[src/rtl/fetch_sequencer.sv]
// Instruction fetch sequencer: drives ProgCounter and registers InstrIn into a one-entry InstrOut/PCOut stage.
// Latency: one edge from capture to InstrValid=1. Backpressure: InstrReady=0 holds the stage and the PC. Option: FETCH_HALT_DETECT_EN.
module fetch_sequencer #(
    parameter logic [9:0]  RESET_PC  = 10'd0,
    parameter logic [31:0] HALT_WORD = 32'h0000000C
) (
    input  logic        clk,
    input  logic        rst_n,
    input  logic        Run,
    output logic [9:0]  ProgCounter,
    input  logic [31:0] InstrIn,
    output logic [31:0] InstrOut,
    output logic [9:0]  PCOut,
    output logic        InstrValid,
    input  logic        InstrReady,
    input  logic        RedirectEn,
    input  logic [9:0]  RedirectPC,
    output logic        Halted
);

    typedef enum logic [1:0] {
        S_IDLE  = 2'b00,
        S_FETCH = 2'b01,
        S_HALT  = 2'b10
    } state_t;

`ifdef FETCH_HALT_DETECT_EN
    localparam bit HALT_DETECT = 1'b1;
`else
    localparam bit HALT_DETECT = 1'b0;
`endif

    state_t      r_state;
    state_t      w_state_nxt;
    logic [9:0]  r_pc;
    logic [31:0] r_instr;
    logic [9:0]  r_pc_out;
    logic        r_vld;

    logic        w_transfer;
    logic        w_capture;
    logic        w_halt_hit;

    assign w_transfer = r_vld & InstrReady;
    // The stage refills only when empty or draining this cycle; a redirect discards InstrIn.
    assign w_capture  = (r_state == S_FETCH) & ~RedirectEn & (~r_vld | w_transfer);
    assign w_halt_hit = HALT_DETECT && w_capture && (InstrIn == HALT_WORD);

    always_comb begin
        w_state_nxt = r_state;
        case (r_state)
            S_IDLE:  if (Run)        w_state_nxt = S_FETCH;
            S_FETCH: if (w_halt_hit) w_state_nxt = S_HALT;
            S_HALT:  if (RedirectEn) w_state_nxt = S_FETCH;
            default:                 w_state_nxt = S_IDLE;
        endcase
    end

    always_ff @(posedge clk or negedge rst_n) begin
        if (!rst_n) begin
            r_state <= S_IDLE;
        end else begin
            r_state <= w_state_nxt;
        end
    end

    always_ff @(posedge clk or negedge rst_n) begin
        if (!rst_n) begin
            r_pc     <= RESET_PC;
            r_instr  <= 32'd0;
            r_pc_out <= 10'd0;
            r_vld    <= 1'b0;
        end else if (RedirectEn) begin
            // A transfer in the same cycle still completes; the stage just is not refilled.
            r_pc  <= RedirectPC;
            r_vld <= 1'b0;
        end else if (w_capture) begin
            r_instr  <= InstrIn;
            r_pc_out <= r_pc;
            r_vld    <= 1'b1;
            r_pc     <= r_pc + 10'd1;
        end else if (w_transfer) begin
            r_vld <= 1'b0;
        end
    end

    assign ProgCounter = r_pc;
    assign InstrOut    = r_instr;
    assign PCOut       = r_pc_out;
    assign InstrValid  = r_vld;
    assign Halted      = HALT_DETECT && (r_state == S_HALT);

endmodule

[config.mk]
export PLATFORM = sky130hd
export DESIGN_NAME = fetch_sequencer
export DESIGN_NICKNAME = d
export VERILOG_FILES = /design/src/rtl/fetch_sequencer.sv
export SDC_FILE = /design/constraint.sdc
export NUM_CORES = 1
export LEC_CHECK = 0
export ABC_AREA = 1
export CELL_PAD_IN_SITES_DETAIL_PLACEMENT = 1
export CELL_PAD_IN_SITES_GLOBAL_PLACEMENT = 1
export CORE_AREA = 10 10 100 102
export DETAILED_ROUTE_END_ITERATION = 10
export DIE_AREA = 0 0 110 112
export GPL_ROUTABILITY_DRIVEN = 0
export PLACE_DENSITY_LB_ADDON = 0.25
export SYNTH_ARGS = -nofsm -noshare
export SYNTH_HDL_FRONTEND = slang
export SYNTH_SLANG_ARGS = --single-unit
[constraint.sdc]
create_clock -name clk -period 1.55 [get_ports clk]
set_clock_uncertainty 0.2 [all_clocks]
set_input_delay 0.2325 -clock clk [delete_from_list [all_inputs] [get_ports clk]]
set_output_delay 0.2325 -clock clk [all_outputs]
set_load 0.005 [all_outputs]
# Yosys cells after proc, flatten, opt, wreduce, memory -nomap -nowiden
# Cells that the tools add are included.
# word_totals
reg_bits	55
latch_bits	0
ram_bits	0
mem_bits_ro	0
input_bits	47
out_inout_bits	54
wordCells	30
n_memories	0
# op_classes
addsub	1
mul	0
div_mod_pow	0
n_lt_le_gt_ge	0
eq_ne	4
shift	0
mux	8
n_bitwise	7
reduce_logical	5
# ops
cell	count
10-bit 2-to-1 mux	2
10-bit by 1-bit adder with 10-bit output (second input constant)	1
2-bit case mux with 3 select lines	1
2-bit 2-to-1 mux	2
2-bit != test (second input constant)	2
1-bit AND	3
1-bit 2-to-1 mux	3
1-bit inverter	3
3-bit AND reduction	1
3-bit nonzero test	1
2-bit by 1-bit == test with 1-bit output (second input constant)	1
2-bit == test (second input constant)	1
2-bit logical NOT	1
2-bit AND reduction	1
2-bit nonzero test	1
1-bit OR	1

# Longest topological paths before layout
# Gate-level depths: netlist (run 1).
# depth
ltp_word	5
mapped_depth	9

# Least setup slack after synthesis (run 1)
# Ideal clock, no wire load.
# synth_timing
path_type	register to register
from	register r_pc[1], in the netlist ProgCounter[1]
to	register r_pc[8], in the netlist ProgCounter[8]
arrival_time_ps	1082
required_ps	1234
setup_slack_ps	152
path_stages_with_launch	9
path_buffers	0
cell_sequence	dfrtp_1 > ha_1 > nand2_1 > nor2_1 > nand3_1 > nand2_1 > nand3_1 > nand2_1 > nand2_1
# synth_via
elab_chain_len	3
# synth_rtl
item	line_no	rtl
start: declaration	35	logic [9:0] r_pc;
start signal: assignment	75	r_pc <= RedirectPC;
start signal: assignment	81	r_pc <= r_pc + 10'd1;
10-bit by 1-bit adder with 10-bit output	81	
10-bit 2-to-1 mux	77	end else if (w_capture) begin
10-bit 2-to-1 mux	73	end else if (RedirectEn) begin
# Every way passes these cells. The select of a mux whose other input is x is not followed.
# A chain may end at the register's enable or synchronous reset.

# Worst setup path in the final report (run 1)
# layout_timing
from	register r_pc[3], in the netlist ProgCounter[3]
to	output ProgCounter[3]
# layout_lines
item	line_no	rtl
end: declaration	10	output logic [9:0] ProgCounter,
# No word-level cell between the ends.

==> results of run 1 <==
timing repair:
item / CTS / global route
hold buffers: 1 / 0
endpoints found under the setup margin: 53 / 8
endpoints found under the hold margin: 54 / 0
gates resized for setup: 60 / 13
pin swaps: 0 / 3
buffers inserted: 15 / 0
per-layer routing:
| metal | part of all wire [%] | routed length, µm | GRT usage (%) |
|---|---|---|---|
| met5 | 0 | 0 | 0 |
| met4 | 1.4 | 108 | 2.78 |
| met3 | 8.7 | 660 | 4.04 |
| met2 | 46 | 3450 | 18.7 |
| met1 | 44 | 3350 | 16.0 |
state kept, by name, indices dropped and copies added, names as in the netlist:
name / cells
InstrOut: 32
PCOut: 10
ProgCounter: 10
InstrValid: 1
r_state: 1
final cells by class:
cell class                      instances  area share (%)
Clock inverter                          2           0.269
Timing Repair Buffer                  132            32.2
Clock buffer                            5            1.85
Sequential cell                        54            36.3
Tap cell                              105            3.53
Multi-Input combinational cell        199            23.8
Inverter                               17            1.92
synth_stat cells:
master,count,area (µm²)
nand2_2,1,6.26
o22ai_1,1,6.26
nand2_4,1,11.3
conb_1,1,3.75
nor2_2,2,12.5
o21ai_1,6,30.0
xor2_1,2,17.5
or2_2,1,6.26
buf_6,5,56.3
a21oi_2,1,8.76
buf_4,5,37.5
a31oi_1,2,12.5
dfrtp_1,54,1350
nand2_1,141,529
buf_2,1,5.00
nand3_4,1,17.5
inv_2,1,3.75
inv_4,2,12.5
ha_1,1,12.5
a21oi_1,2,10.0
o21ai_0,9,45.0
nand4_1,2,12.5
inv_1,14,52.6
nand3_1,8,40.0
nor2_1,17,63.8
through the flow:
stage	cells	hold WS [ps]	area (µm²)
2_1_floorplan	281	-263	2360
6_report	514	260	3720
3_3_place_gp	491	59.0	3550
5_1_grt	514	254	3720
3_5_place_dp	491	59.7	3550
4_1_cts	514	246	3690
worst min path at each step:
stage | end | start
floorplan | InstrOut[0]$_DFFE_PN0P_ | rst_n
global placement | InstrOut[28]$_DFFE_PN0P_ | rst_n
detailed placement | InstrOut[27]$_DFFE_PN0P_ | rst_n
CTS | InstrOut[29]$_DFFE_PN0P_ | InstrIn[29]
global route | InstrOut[23]$_DFFE_PN0P_ | InstrIn[23]
finish | InstrOut[29]$_DFFE_PN0P_ | InstrIn[29]
power breakdown:
part	internal, W	leakage [nW]	switching [W]
sequential	0.00160	0.649	0.000105
clock	0.000305	0.0438	0.000441
combinational	0.000538	1.27	0.000480
cells in the final DEF (no fill, tap or decap), types with 3 or more instances in the layout:
cell             synthesis  layout
o21ai_1                  6       8
nand2_1                141     140
nand3_1                  8       7
buf_4                    5      29
dlygate4sd2_1            0      51
clkbuf_8                 0       5
inv_4                    2       3
inv_1                   14      13
buf_12                   0       3
clkdlybuf4s50_1          0      45
dfrtp_1                 54      53
nor2_1                  17      16
o21ai_0                  9       6
logic make-up after synthesis:
group,Yosys count,synth area share (%)
other,1,0.159
and+or+nand+nor,174,29.6
xor gates and xnor gates,2,0.741
adders and majority gates,1,0.529
DFF,54,57.1
AOI/OAI and AO/OA,21,4.76
buffers and inverters,28,7.09
==> impl_metrics.yaml, run 1 <==
status:
  status: "finished clean"
setup_path:
  worst_ep_arrival_time_ps: 1030
  cp_num_cells: 1
  cpPeakStageDelay_ps: 440
  path_cells: "dlygate4sd2_1"
  critPathCapture: "ProgCounter[3]"
  r2r_end: "ProgCounter[5]$_DFFE_PN0P_"
  crit_path_end_kind: "primary output"
  cp_slowest_cell: "dfrtp_1"
  required_ps: 1120
  regToRegSetupSlack_ps: 90
  worst-r2r-cell-count: 7
  path_buf_inv: 1
  crit_path_start_kind: "flop"
  worstPathMaxFanout: 4
  critPathKind: "flop to primary output"
  critPathTopFamily: "flip-flops"
  critPathLaunch: "ProgCounter[3]$_DFFE_PN0P_"
  rr_startpoint: "ProgCounter[1]$_DFFE_PN0P_"
sta:
  fin_crit_sh_pct: 94.4
  setup_viol: 0
  setup_ws_ps: 86.7
  hold_violations: 0
  period_needed_ps: 1460
  fmax_mhz: 683
  fin_tns_setup_ps: 0
  finalMaxSlewViolations: 0
power_and_ir_drop:
  vdd_drop_max_v: 0.000348
  power.leakage_nw: 1.97
  totalPowerFinal_w: 0.00346
  p_per_area_mw_per_mm2: 931
routing:
  drt_iter0_markers: 49
  routed_wl_um: 7570
  drc: 0
  firstDrtPassIters: 4
  ant_nets: 0
  wl_per_cell_um: 14.7
  vias_per_cell: 4.41
  vias: 2266
clock_network:
  tritoncts: "built"
  cts-root-buf: "clkbuf_8"
  h-tree-depth: 2
  clkSinkCount: 54
  cts_max_path_buffers: 2
  clock_latency_ps: 300
  cts.clk_slew.worst_paths_ps: 90
  numCtsBuffers: 5
layout:
  antenna_cells: 0
  multi_input_area_um2: 887
  drive_gt1_share_pct: 14.4
  fillers: 987
  nets: 457
  area_delta_synth_final_pct: 57.4
  post-route-util_pct: 46.2
  regArea_mm2: 0.00135
logic_synthesis:
  ys_types: 25
  syn_nets: 329
  seq_area_frac_synth_pct: 57.1
  synth.ff_latch_count: 54
  syn_inst: 281
  syn-mean-instance-area_um2: 8.42
  netlist_area_mm2: 0.00236
  yosys_warnings: 0
floorplanning:
  io_pins: 101
  initial_utilization_pct: 29.4
  fp.dieW_um: 110
  row_count: 33
  die_y_um: 112
  dieArea_mm2: 0.0123
  coreArea_mm2: 0.00805
flow_run:
  maxCapViolCount: 0
min_path:
  hold_depth: 3
  hold_path.class: "input port to flop"
global_route:
  grt_pass1_vias: 2475
  overflow: 0
  grt_first_pass_wirelength_um: 12200
  grt_max_degree: 55
  grtUsageTotal_pct: 12.1
  antenna_found_initial: 0
placed_design:
  place_ws_ps: -130
  dp.final_hpwl_um: 5790
  portBuffers: 99
(Power assumes the default switching activity.)
==> inputs of run 2 (changes only) <==
CORE_AREA = 10 10 97 99   (was 10 10 100 102)
DIE_AREA = 0 0 107 109   (was 0 0 110 112)
PLACE_DENSITY = 0.88   (was default)
PLACE_DENSITY_LB_ADDON = default   (was 0.25)
SETUP_SLACK_MARGIN = 0.4   (was default)
clock period = 1.85 ns   (was 1.55 ns; I/O delays follow)
==> impl_metrics.yaml, run 2 (synthesis gave the netlist of run 1 again) <==
status:
  status: "finished clean"
sta:
  period_needed_ps: 1490
  hold_violations: 0
  fin_crit_sh_pct: 80.6
  setup_viol: 0
  finalMaxSlewViolations: 0
  hold_slack_ps: 225
  rsz0062_at_grt: "true"
  fmax_mhz: 671
  fin_tns_setup_ps: 0
clock_network:
  clkSinkCount: 54
  cts.clk_slew.worst_paths_ps: 100
  tritoncts: "built"
  h-tree-depth: 2
  clock_latency_ps: 310
  cts_max_path_buffers: 2
  numCtsBuffers: 5
  cts-root-buf: "clkbuf_8"
global_route:
  grt_pass1_vias: 2520
  overflow: 0
  grtUsageTotal_pct: 13.7
  antenna_found_initial: 0
  grt_max_degree: 39
  grt_first_pass_wirelength_um: 12900
power_and_ir_drop:
  netSwitchingFraction_pct: 30.9
  clockPowerShare_pct: 22.1
  p_per_area_mw_per_mm2: 774
  seq_power_share_pct: 44.1
  power.internal_w: 0.00229
  power.leakage_nw: 2.16
  totalPowerFinal_w: 0.00331
  vdd_drop_max_v: 0.000300
  combinationalPowerShare_pct: 33.8
  p_sw_w: 0.00102
routing:
  drc: 0
  vias_per_cell: 4.58
  firstDrtPassIters: 4
  vias: 2434
  routed_wl_um: 9400
  wl_per_cell_um: 17.7
  ant_nets: 0
  drt_iter0_markers: 52
layout:
  post-route-util_pct: 56.8
  nets: 477
  final_cell_mix: "nand2_1, dfrtp_1, clkdlybuf4s50_1, clkdlybuf4s15_1, buf_4"
  area_delta_synth_final_pct: 80.9
  stdcell_area_mm2: 0.00428
  antenna_cells: 0
  largest_register_ffs: 32
  drive_gt1_share_pct: 33.5
  final_common_cell: "nand2_1"
placed_design:
  portBuffers: 99
  dpl-instance-area_mm2: 0.00343
  dp.final_hpwl_um: 5900
setup_path:
  rr_startpoint: "InstrValid$_DFFE_PN0P_"
  worst-r2r-cell-count: 7
  r2r_end: "InstrOut[20]$_DFFE_PN0P_"
  critPathKind: "flop to flop"
  regToRegSetupSlack_ps: 360
  required_ps: 1840
  crit_path_end_kind: "flop"
  worstPathMaxFanout: 7
  worst_ep_arrival_time_ps: 1480
  crit_path_start_kind: "flop"
floorplanning:
  row_count: 32
  die_y_um: 109
  fp.dieW_um: 107
  dieArea_mm2: 0.0117
  io_pins: 101
  initial_utilization_pct: 31.4
  coreArea_mm2: 0.00753
flow_run:
  maxCapViolCount: 0
min_path:
  hold_path.class: "input port to asynchronous set/reset pin"
[run 2: critical path, cell delays in order, from the launching register on]
cell       delay [ps]
dfrtp_1           400
buf_6             120
nand2_4            70
nand3_4           100
buf_12            170
clkbuf_16         170
nand2_2            80
nand2_2            50
[run 2: through the flow]
stage / cells / setup slack [ps]
after floorplan: 281 / 452
after global placement: 476 / 122
after detailed placement: 476 / 65.3
after CTS: 511 / 324
after global routing: 532 / 269
final: 532 / 359
[run 2: final cells by class]
type                    count  area, µm²
flip-flops and latches     54       1360
inverters                  17       95.1
repair buffers            151       1470
multi-input cells         199       1110
clock buffers               7       96.3
clock inverters             1       8.76
repair inverters            1       16.3
well taps                 102        128
fillers                   877       3250
[run 2: power groups by stage]
stage / clock network [W] / logic, W / registers [W]
5_1_grt: 0.000806 / 0.00123 / 0.00148
3_3_place_gp: 0 / 0.000791 / 0.00147
2_1_floorplan: 0 / 0.000271 / 0.00147
4_1_cts: 0.000750 / 0.000888 / 0.00143
3_5_place_dp: 0 / 0.000822 / 0.00148
6_report: 0.000732 / 0.00112 / 0.00146
[run 2: routing by layer]
metal	global-route usage [%]	wire length [µm]	vias up
met2	25.5	4960	67
met1	15.3	3970	1205
li1	-	-	1154
met4	2.61	74	0
met3	3.72	402	8
met5	0	0	-
[run 2: worst max-delay path by stage]
stage / start / endpoint / slack [ps] / depth (start not counted)
after global placement: InstrReady / ProgCounter[4]$_DFFE_PN0P_ / 120 / 9
after global routing: ProgCounter[4]$_DFFE_PN0P_ / ProgCounter[5]$_DFFE_PN0P_ / 270 / 6
after CTS: InstrValid$_DFFE_PN0P_ / InstrOut[26]$_DFFE_PN0P_ / 320 / 6
after detailed placement: InstrReady / ProgCounter[4]$_DFFE_PN0P_ / 70 / 9
after floorplan: ProgCounter[1]$_DFFE_PN0P_ / ProgCounter[8]$_DFFE_PN0P_ / 450 / 8
final: InstrValid$_DFFE_PN0P_ / InstrOut[20]$_DFFE_PN0P_ / 360 / 7
[run 2: what timing repair did]
item	in CTS	in global routing
pin swaps	3	26
buffers inserted	26	13
setup endpoints to repair	59	77
hold buffers	1	0
cloned	0	8
hold endpoints to repair	16	0
resized for setup	109	121
==> inputs of run 3 (changes only) <==
CORE_AREA = 10 10 100 102   (was 10 10 97 99)
DIE_AREA = 0 0 110 112   (was 0 0 107 109)
PLACE_DENSITY = 0.84   (was 0.88)
clock period = 1.4 ns   (was 1.85 ns; I/O delays follow)
==> impl_metrics.yaml, run 3 (synthesis gave the netlist of run 1 again) <==
routing:
  routed_wl_um: 9560
  drt_iter0_markers: 42
  wl_per_cell_um: 17.0
  drc: 0
  ant_nets: 0
  firstDrtPassIters: 4
  vias: 2501
  vias_per_cell: 4.44
sta:
  rsz0062_at_grt: "true"
  fmax_mhz: 682
  fin_crit_sh_pct: 105
  hold_violations: 0
  fin_tns_setup_ps: -386
  period_needed_ps: 1470
  setup_ws_ps: -65.3
  finalMaxSlewViolations: 0
  hold_slack_ps: 164
  setup_viol: 25
power_and_ir_drop:
  totalPowerFinal_w: 0.00446
  p_per_area_mw_per_mm2: 998
  power.leakage_nw: 2.34
  vdd_drop_max_v: 0.000436
floorplanning:
  initial_utilization_pct: 29.4
  dieArea_mm2: 0.0123
  row_count: 33
  die_y_um: 112
  coreArea_mm2: 0.00805
  io_pins: 101
  fp.dieW_um: 110
global_route:
  grtUsageTotal_pct: 14.5
  grt_max_degree: 55
  antenna_found_initial: 0
  grt_pass1_vias: 2685
  grt_first_pass_wirelength_um: 14300
  overflow: 0
layout:
  stdcell_area_mm2: 0.00446
  drive_gt1_share_pct: 52.2
  area_delta_synth_final_pct: 88.8
  final_cells: 563
  final_cell_mix: "nand2_1, buf_4, dfrtp_1, buf_2, nand2_2"
  final_common_cell: "nand2_1"
  nets: 506
  largest_register_ffs: 32
  antenna_cells: 0
placed_design:
  dp.final_hpwl_um: 5930
  dpl-instance-area_mm2: 0.00358
  portBuffers: 99
  dp.cells: 492
clock_network:
  cts-root-buf: "clkbuf_8"
  tritoncts: "built"
  clock_latency_ps: 310
  clkSinkCount: 54
  numCtsBuffers: 5
  h-tree-depth: 2
  cts.clk_slew.worst_paths_ps: 100
  cts_max_path_buffers: 2
setup_path:
  critPathKind: "flop to flop"
  crit_path_end_kind: "flop"
  worstPathMaxFanout: 4
  path_cells: "buf_6 > ha_4 > nand2_4 > nor2_4 > xor2_1 > o21ai_1 > nand2_1"
  required_ps: 1400
  worst_ep_arrival_time_ps: 1470
  cpPeakStageDelay_ps: 430
  crit_path_start_kind: "flop"
  cp_slowest_cell: "dfrtp_2"
  regToRegSetupSlack_ps: -70
flow_run:
  maxCapViolCount: 0
status:
  status: "finished, violations left"
  violations: "negative setup slack"
min_path:
  hold_path.class: "input port to flop"
run 3: cell count changes in the layout (fill, tap and decap cells not counted), moves of 4 or more:
cell	delta
nand2_2	+17
buf_6	+12
o21ai_2	+4
clkbuf_16	-5
clkdlybuf4s15_1	-39
clkbuf_2	-9
buf_4	+21
buf_2	+43
buf_16	+6
nand2_4	+4
nand2_1	-21
run 3: cell type report:
| class | count | area (µm²) |
|---|---|---|
| Inverter | 17 | 73.8 |
| Multi-Input combinational cell | 199 | 1230 |
| Tap cell | 105 | 131 |
| Fill cell | 929 | 3590 |
| Clock buffer | 6 | 72.6 |
| Clock inverter | 1 | 7.51 |
| Timing Repair Buffer | 181 | 1590 |
| Sequential cell | 54 | 1360 |
run 3: worst max-delay path: cells and delay by family (launching register included):
kind | cells | cell delay (ps)
buffers and inverters | 1 | 140
XOR/XNOR | 1 | 140
AND/OR/NAND/NOR | 3 | 170
AO/OA/AOI/OAI | 1 | 120
flip-flops | 1 | 430
adder cells (fa/ha/maj) | 1 | 160
run 3: routing by layer:
| layer | GRT usage, % | vias up | routed length (µm) |
|---|---|---|---|
| li1 | - | 1213 | - |
| met1 | 16.9 | 1227 | 3830 |
| met2 | 26.2 | 57 | 5190 |
| met3 | 3.75 | 4 | 493 |
| met4 | 2.00 | 0 | 45 |
| met5 | 0 | - | 0 |
run 3: path summary, 6_finish.rpt:
kind | from | to | cells past startpoint
hold / removal | InstrReady | InstrValid$_DFFE_PN0P_ | 4
hold reg to reg | InstrOut[29]$_DFFE_PN0P_ | InstrOut[29]$_DFFE_PN0P_ | 2
max in group asynchronous | rst_n | r_state[0]$_DFFE_PN0P_ | 3
min in group asynchronous | rst_n | InstrOut[4]$_DFFE_PN0P_ | 3
setup reg to reg | ProgCounter[1]$_DFFE_PN0P_ | ProgCounter[4]$_DFFE_PN0P_ | 7
setup / recovery | ProgCounter[1]$_DFFE_PN0P_ | ProgCounter[4]$_DFFE_PN0P_ | 7
run 3: stage by stage:
step           worst slack, ps  utilization [%]
2_1_floorplan             68.8                -
3_5_place_dp              -293             44.5
3_3_place_gp              -230             44.5
5_1_grt                   -130             55.4
4_1_cts                  -69.5             49.7
6_report                 -65.3             55.4
run 3: timing repair:
item,CTS,global route
endpoints found under the setup margin,106,106
hold buffers,1,0
pin swaps,18,23
hold endpoints to repair,54,0
gates cloned,6,0
setup buffers,27,30
gates resized for setup,287,67
run 3: power breakdown:
group          switching, W  internal [W]
logic              0.000767      0.000928
registers          0.000130       0.00177
clock network      0.000517      0.000345
